==> config.mk <==
export PLATFORM = sky130hd
export DESIGN_NAME = axis_bram_reader_flat
export DESIGN_NICKNAME = d
export VERILOG_FILES = /design/src/rtl/axis_bram_reader_pkg.sv /design/src/rtl/axis_bram_reader_if.sv /design/src/rtl/axis_bram_reader.sv /design/src/flat_wrapper.sv
export SDC_FILE = /design/constraint.sdc
export NUM_CORES = 1
export LEC_CHECK = 0
export ABC_AREA = 1
export CAP_MARGIN = 20
export CORE_UTILIZATION = 30
export DETAILED_ROUTE_END_ITERATION = 8
export PLACE_DENSITY = 0.66
export SLEW_MARGIN = 20
export SYNTH_ARGS = -nofsm -noshare
export SYNTH_HDL_FRONTEND = slang
export SYNTH_SLANG_ARGS = --single-unit
==> constraint.sdc <==
create_clock -name aclk -period 1.7 [get_ports aclk]
set_clock_uncertainty 0.2 [all_clocks]
set_input_delay 0.17 -clock aclk [delete_from_list [all_inputs] [get_ports aclk]]
set_output_delay 0.17 -clock aclk [all_outputs]
set_load 0.005 [all_outputs]
==> src/rtl/axis_bram_reader_pkg.sv <==
// Shared definitions for the AXI4-Stream BRAM reader.
//   state_t          : playback FSM encoding (IDLE / PRIME / STREAM)
//   BRAM_RD_LATENCY  : read latency of the BRAM port, in clock cycles
package axis_bram_reader_pkg;

    typedef enum logic [1:0] {
        IDLE   = 2'd0,
        PRIME  = 2'd1,
        STREAM = 2'd2
    } state_t;

    // The BRAM read port is fixed at one cycle of latency. The single PRIME
    // cycle and the look-ahead address mux in the reader both depend on it.
    localparam int BRAM_RD_LATENCY = 1;

endpackage

==> src/rtl/axis_bram_reader_if.sv <==
// AXI4-Stream channel used by the BRAM reader.
//   tdata  : stream word
//   tvalid : word valid
//   tready : consumer ready
//   tlast  : last word of a pass
// master modport drives data/valid/last; slave modport drives ready.
interface axis_bram_reader_if #(
    parameter int AXIS_TDATA_WIDTH = 32
);
    logic [AXIS_TDATA_WIDTH-1:0] tdata;
    logic                        tvalid;
    logic                        tready;
    logic                        tlast;

    modport master (output tdata, output tvalid, output tlast, input tready);
    modport slave  (input tdata, input tvalid, input tlast, output tready);
endinterface

==> src/rtl/axis_bram_reader.sv <==
// Streams BRAM contents (addresses 0..cfg_data) out as AXI4-Stream, either
// once or in continuous wrap-around, at one word per cycle with no bubbles.
// Ports:
//   aclk, areset        : clock, asynchronous active-high reset
//   cfg_data, cfg_cont  : last address and continuous-mode flag, taken on start
//   start, stop         : one-cycle control pulses
//   busy, sts_data      : playback active, address of the word on tdata
//   m_axis              : AXI4-Stream master
//   bram_porta_*        : BRAM read port (1-cycle read latency)
module axis_bram_reader
    import axis_bram_reader_pkg::*;
#(
    parameter int AXIS_TDATA_WIDTH = 32,
    parameter int BRAM_ADDR_WIDTH  = 10
) (
    input  logic                        aclk,
    input  logic                        areset,
    input  logic [BRAM_ADDR_WIDTH-1:0]  cfg_data,
    input  logic                        cfg_cont,
    input  logic                        start,
    input  logic                        stop,
    output logic                        busy,
    output logic [BRAM_ADDR_WIDTH-1:0]  sts_data,
    axis_bram_reader_if.master          m_axis,
    output logic                        bram_porta_clk,
    output logic                        bram_porta_rst,
    output logic [BRAM_ADDR_WIDTH-1:0]  bram_porta_addr,
    input  logic [AXIS_TDATA_WIDTH-1:0] bram_porta_rddata
);

    state_t                     state, state_nxt;
    logic [BRAM_ADDR_WIDTH-1:0] addr_reg, last_reg, addr_next;
    logic                       cont_reg, stop_pend;
    logic                       tvalid_w, tlast_w, beat, at_last;

    assign at_last   = (addr_reg == last_reg);
    assign addr_next = at_last ? '0 : addr_reg + BRAM_ADDR_WIDTH'(1);
    assign beat      = tvalid_w & m_axis.tready;

    // Present the next address as soon as the current word is accepted, so the
    // data arriving one cycle later already belongs to the new addr_reg. While
    // stalled the same address is re-read and tdata stays stable.
    assign bram_porta_addr = beat ? addr_next : addr_reg;
    assign bram_porta_clk  = aclk;
    assign bram_porta_rst  = areset;

    assign m_axis.tdata  = bram_porta_rddata;
    assign m_axis.tvalid = tvalid_w;
    assign m_axis.tlast  = tlast_w;
    assign busy          = (state != IDLE);
    assign sts_data      = addr_reg;

    always_ff @(posedge aclk or posedge areset) begin
        if (areset) begin
            state <= IDLE;
        end else begin
            state <= state_nxt;
        end
    end

    always_comb begin
        state_nxt = state;
        tvalid_w  = 1'b0;
        tlast_w   = 1'b0;
        case (state)
            IDLE: begin
                if (start) begin
                    state_nxt = PRIME;
                end
            end
            // Address 0 is on the bus for one cycle to cover the read latency.
            PRIME: begin
                state_nxt = STREAM;
            end
            STREAM: begin
                tvalid_w = 1'b1;
                tlast_w  = at_last;
                // A stop arriving together with the tlast beat ends playback there.
                if (beat && at_last && (!cont_reg || stop_pend || stop)) begin
                    state_nxt = IDLE;
                end
            end
            default: begin
                state_nxt = IDLE;
            end
        endcase
    end

    always_ff @(posedge aclk or posedge areset) begin
        if (areset) begin
            addr_reg  <= '0;
            last_reg  <= '0;
            cont_reg  <= 1'b0;
            stop_pend <= 1'b0;
        end else if (state == IDLE) begin
            addr_reg <= '0;
            if (start) begin
                last_reg  <= cfg_data;
                cont_reg  <= cfg_cont;
                stop_pend <= 1'b0;
            end
        end else begin
            if (stop) begin
                stop_pend <= 1'b1;
            end
            if (beat) begin
                addr_reg <= addr_next;
            end
        end
    end

endmodule

==> src/flat_wrapper.sv <==
// flat-port wrapper written by rule: the top's interface ports become plain ports
module axis_bram_reader_flat import axis_bram_reader_pkg::*;
#(
    parameter int AXIS_TDATA_WIDTH = 32,
    parameter int BRAM_ADDR_WIDTH  = 10
)
  (aclk, areset, cfg_data, cfg_cont, start, stop, busy, sts_data, bram_porta_clk, bram_porta_rst, bram_porta_addr, bram_porta_rddata, m_axis_tdata, m_axis_tvalid, m_axis_tlast, m_axis_tready);
  axis_bram_reader_if #(.AXIS_TDATA_WIDTH(AXIS_TDATA_WIDTH)) m_axis_i ();
  input  logic aclk;
  input  logic areset;
  input  logic [BRAM_ADDR_WIDTH-1:0] cfg_data;
  input  logic cfg_cont;
  input  logic start;
  input  logic stop;
  output logic busy;
  output logic [BRAM_ADDR_WIDTH-1:0] sts_data;
  output logic bram_porta_clk;
  output logic bram_porta_rst;
  output logic [BRAM_ADDR_WIDTH-1:0] bram_porta_addr;
  input  logic [AXIS_TDATA_WIDTH-1:0] bram_porta_rddata;
  output wire logic [$bits(m_axis_i.tdata)-1:0] m_axis_tdata;
  output wire logic [$bits(m_axis_i.tvalid)-1:0] m_axis_tvalid;
  output wire logic [$bits(m_axis_i.tlast)-1:0] m_axis_tlast;
  input wire logic [$bits(m_axis_i.tready)-1:0] m_axis_tready;
  assign m_axis_tdata = m_axis_i.tdata;
  assign m_axis_tvalid = m_axis_i.tvalid;
  assign m_axis_tlast = m_axis_i.tlast;
  assign m_axis_i.tready = m_axis_tready;
  axis_bram_reader #(.AXIS_TDATA_WIDTH(AXIS_TDATA_WIDTH), .BRAM_ADDR_WIDTH(BRAM_ADDR_WIDTH)) u_core (.aclk(aclk), .areset(areset), .cfg_data(cfg_data), .cfg_cont(cfg_cont), .start(start), .stop(stop), .busy(busy), .sts_data(sts_data), .m_axis(m_axis_i), .bram_porta_clk(bram_porta_clk), .bram_porta_rst(bram_porta_rst), .bram_porta_addr(bram_porta_addr), .bram_porta_rddata(bram_porta_rddata));
endmodule
## After elaboration in Yosys (flattened, before gate mapping)

Index checks and enable logic that the tools add are counted.

- Input bits: 48
- Register bits: 24
- Output and inout port bits: 57

- Muxes and demuxes: 11
- Add/sub/neg operators: 1
- Eq/ne operators: 5
- Bitwise gates (word level): 1
- Reductions and logical operators: 11

Operator list:

| kind | count |
|---|---|
| two-way mux 10 bit | 3 |
| adder 10 x 1 -> 10 bit (second input constant) | 1 |
| equality test 10 bit | 1 |
| case mux 2 bit (3 select lines) | 1 |
| AND reduction 2 bit | 3 |
| two-way mux 1 bit | 5 |
| two-way mux 2 bit | 2 |
| nonzero test 2 bit | 2 |
| equality test 2 x 1 -> 1 bit (second input constant) | 1 |
| equality test 2 bit (second input constant) | 1 |
| logical AND 1 bit | 2 |
| logical NOT 2 bit | 1 |
| logical OR 1 bit | 2 |
| != test 2 x 1 -> 1 bit (second input constant) | 1 |
| != test 2 bit (second input constant) | 1 |
| bitwise AND 1 bit | 1 |
| logical NOT 1 bit | 1 |

## Depth between registers and ports, before layout

- Word-level depth: 7
- Mapped depth: 9
- Mapped depth without buffers: 9

==> flow_metrics.tcl <==
set metrics [dict create \
    syn_to_final_growth_pct 67.75 \
    fin_ws_ns -0.5240 \
    vias_per_cell 4.354 \
    ys_seq_elements 24 \
    ir_drop_uv 880.1 \
    fin_util_pct 52.07 \
    clock_latency_ns 0.38 \
    routed_wirelength_um 4760 \
    cts_tree "built" \
    rsz0062_at_grt "yes" \
    maxSlewViolCount 0 \
    initial_core_util_pct 31.04 \
    synth_cell_type_count 23 \
    grt_pass1_vias 1509 \
    drt_iter0_markers 66 \
    fin_tns_setup_ns -5.900 \
    yosysTopAreaCellShare_pct 38.13 \
    grt_pass1_wl_um 6789 \
    antenna_found_initial 0 \
    status "complete, but fails checks" \
    hold_class "in -> reg" \
    grt_use_total_pct 16.22 \
    gp_congestion 0.8015 \
    critical_path_class "reg -> out" \
    setup_violations 20 \
    dr.pass1.iters 4 \
    ys_seq_area_share_pct 38.13 \
    finalPower_mw 2.821 \
    synth_compound_area_share_pct 2.859 \
    insertedDiodeCount 0 \
    synth_top_family_by_area "simple AND/OR/NAND/NOR gates" \
    slowest_stage "dfrtp_2" \
    hold_viol 0 \
    critPathMaxStageDelay_ns 0.42 \
    worst_setup_path_start_kind "flip-flop" \
    grt_overflow 0 \
    required_ns 1.33 \
    synth-simple-area-share_pct 27.01 \
    leakage_nw 1.395 \
    clock.fmax_mhz 449.6 \
    dp_hpwl_um 2574 \
    arrival_ns 1.85 \
    clk_pin_slew_ns 0.10 \
    drive_above_1_share_pct 45.89 \
    timing.critical_path.cells "buf_6, ha_4, nand2_4, nor2_4, buf_6, nand2_4, xor2_1, inv_1, nand2_4, inv_2, buf_6" \
    end_kind "primary output" \
    synth_top_cell_by_area "dfrtp_1" \
    synthAdderAreaFrac_pct 0.7943 \
    nets 342 \
    synthCells 218 \
    wl_per_cell_um 13.15 \
    powerDensity_nw_per_um2 1068 \
    io_buffers 40 \
    ys_warn_count 0 \
    yosys.area_share.xor_xnor_pct 6.116 \
    synthTopCellsByArea "dfrtp_1, nand2_1, buf_4" \
    crit_path_max_fanout 4 \
    die_w_um 74.46 \
    via_count 1576 \
    core-area_sq_um 5075 \
    ant_nets 0 \
    placed_cell_area_sq_um 2047 \
    syn-cell-area_sq_um 1575 \
    die_height_um 74.46 \
    drc 0 \
    holdWs_ns 0.1121 \
    syn_nets 267 \
    muxShareOfSynthArea_pct 0 \
    worst_pin_slew_ns 0.3197 \
    io-pin-count 105 \
    maxCapViolCount 0 \
    grt_max_degree 25 \
    fin_area_sq_um 2643 \
    dieArea_sq_um 5544 \
    rows 26 \
    violations "setup timing" \
    slew_headroom_pct 78.69 \
    avgSynthCellArea_sq_um 7.226 \
    period_minus_slack_ns 2.224 \
    timing.final.crit_share_pct 130.8 \
]
[metrics by stage]
| stage | setup slack (ns) | cells |
|---|---|---|
| after floorplan | 0.1000 | 218 |
| after global placement | -0.5674 | 325 |
| after detailed placement | -0.5791 | 325 |
| after CTS | -0.5181 | 354 |
| after global routing | -0.6206 | 362 |
| final | -0.5240 | 362 |
[cell usage after synthesis (all sizes together)]
master and instances:
a21oi 4, buf 35, clkbuf 1, clkinv 4, dfrtp 24, ha 1, inv 31, nand2 73
nand3 4, nand3b 1, nand4 2, nor2 21, nor3 1, o21ai 5, xnor2 7, xor2 4
[area by class of cell]
| type | instances | area [sq um] |
|---|---|---|
| clock buffers | 7 | 92.59 |
| clock inverters | 1 | 30.03 |
| fillers | 450 | 2432 |
| inverters | 35 | 138.9 |
| multi-input cells | 123 | 793.3 |
| flip-flops and latches | 24 | 603.1 |
| well taps | 70 | 87.58 |
| repair buffers | 100 | 887.1 |
| repair inverters | 2 | 10.01 |
[worst paths after layout]
check                                           to          startpoint  slack, ns  cells after the start
max in group asynchronous       u_core.sts_data[1]              areset       0.52                      4
worst min-delay path            u_core.last_reg[3]         cfg_data[3]       0.11                      3
worst max-delay path            bram_porta_addr[4]  u_core.sts_data[1]      -0.52                     11
min in group asynchronous          u_core.state[1]              areset       0.52                      4
worst min register to register     u_core.cont_reg     u_core.cont_reg       0.30                      2
worst max register to register  u_core.sts_data[8]  u_core.sts_data[1]      -0.06                     11
[per-layer routing]
layer,track usage [%],wire length [um],vias up
li1,-,-,754
met1,17.94,1848,742
met2,29.33,2533,63
met3,3.252,221,17
met4,8.176,156,0
met5,0,0,-
[repair_timing]
action,4_1_cts,5_1_grt
resized for setup,132,33
buffers inserted,22,8
pin swaps,16,13
hold endpoints to repair,24,0
hold buffers,1,0
endpoints found under the setup margin,29,37
cloned,0,2
[worst max-delay path, delay by kind of cell, from the launching register on]
| family | cells | cell delay (ns) |
|---|---|---|
| DFF | 1 | 0.42 |
| xor gates and xnor gates | 1 | 0.16 |
| adders and majority gates | 1 | 0.14 |
| and+or+nand+nor | 4 | 0.29 |
| buffers and inverters | 5 | 0.45 |
[cells by family (layout without fill, tap and decap cells)]
kind of cell,count (synthesis),count (layout)
xor gates and xnor gates,11,11
adders and majority gates,1,1
and+or+nand+nor,102,102
DFF,24,24
buffers and inverters,71,145
AOI/OAI and AO/OA,9,9
[layout by cell type, fill, tap and decap left out, drive strengths merged, types with 4 or more instances in the layout]
| master | instances |
|---|---|
| clkinv | 5 |
| dlygate4sd2 | 8 |
| clkbuf | 7 |
| a21oi | 4 |
| nor2 | 21 |
| nand3 | 4 |
| nand2 | 73 |
| xor2 | 4 |
| clkdlybuf4s50 | 16 |
| o21ai | 5 |
| xnor2 | 7 |
| buf | 73 |
| inv | 32 |
| dfrtp | 24 |
[power by group]
group          switching [mW]  leakage (nW)  internal (mW)
Sequential             0.0859         0.280          0.645
Combinational           0.616          1.05          0.740
Clock                   0.242        0.0618          0.493
Total                   0.944          1.39           1.88
(Power assumes the default switching activity.)
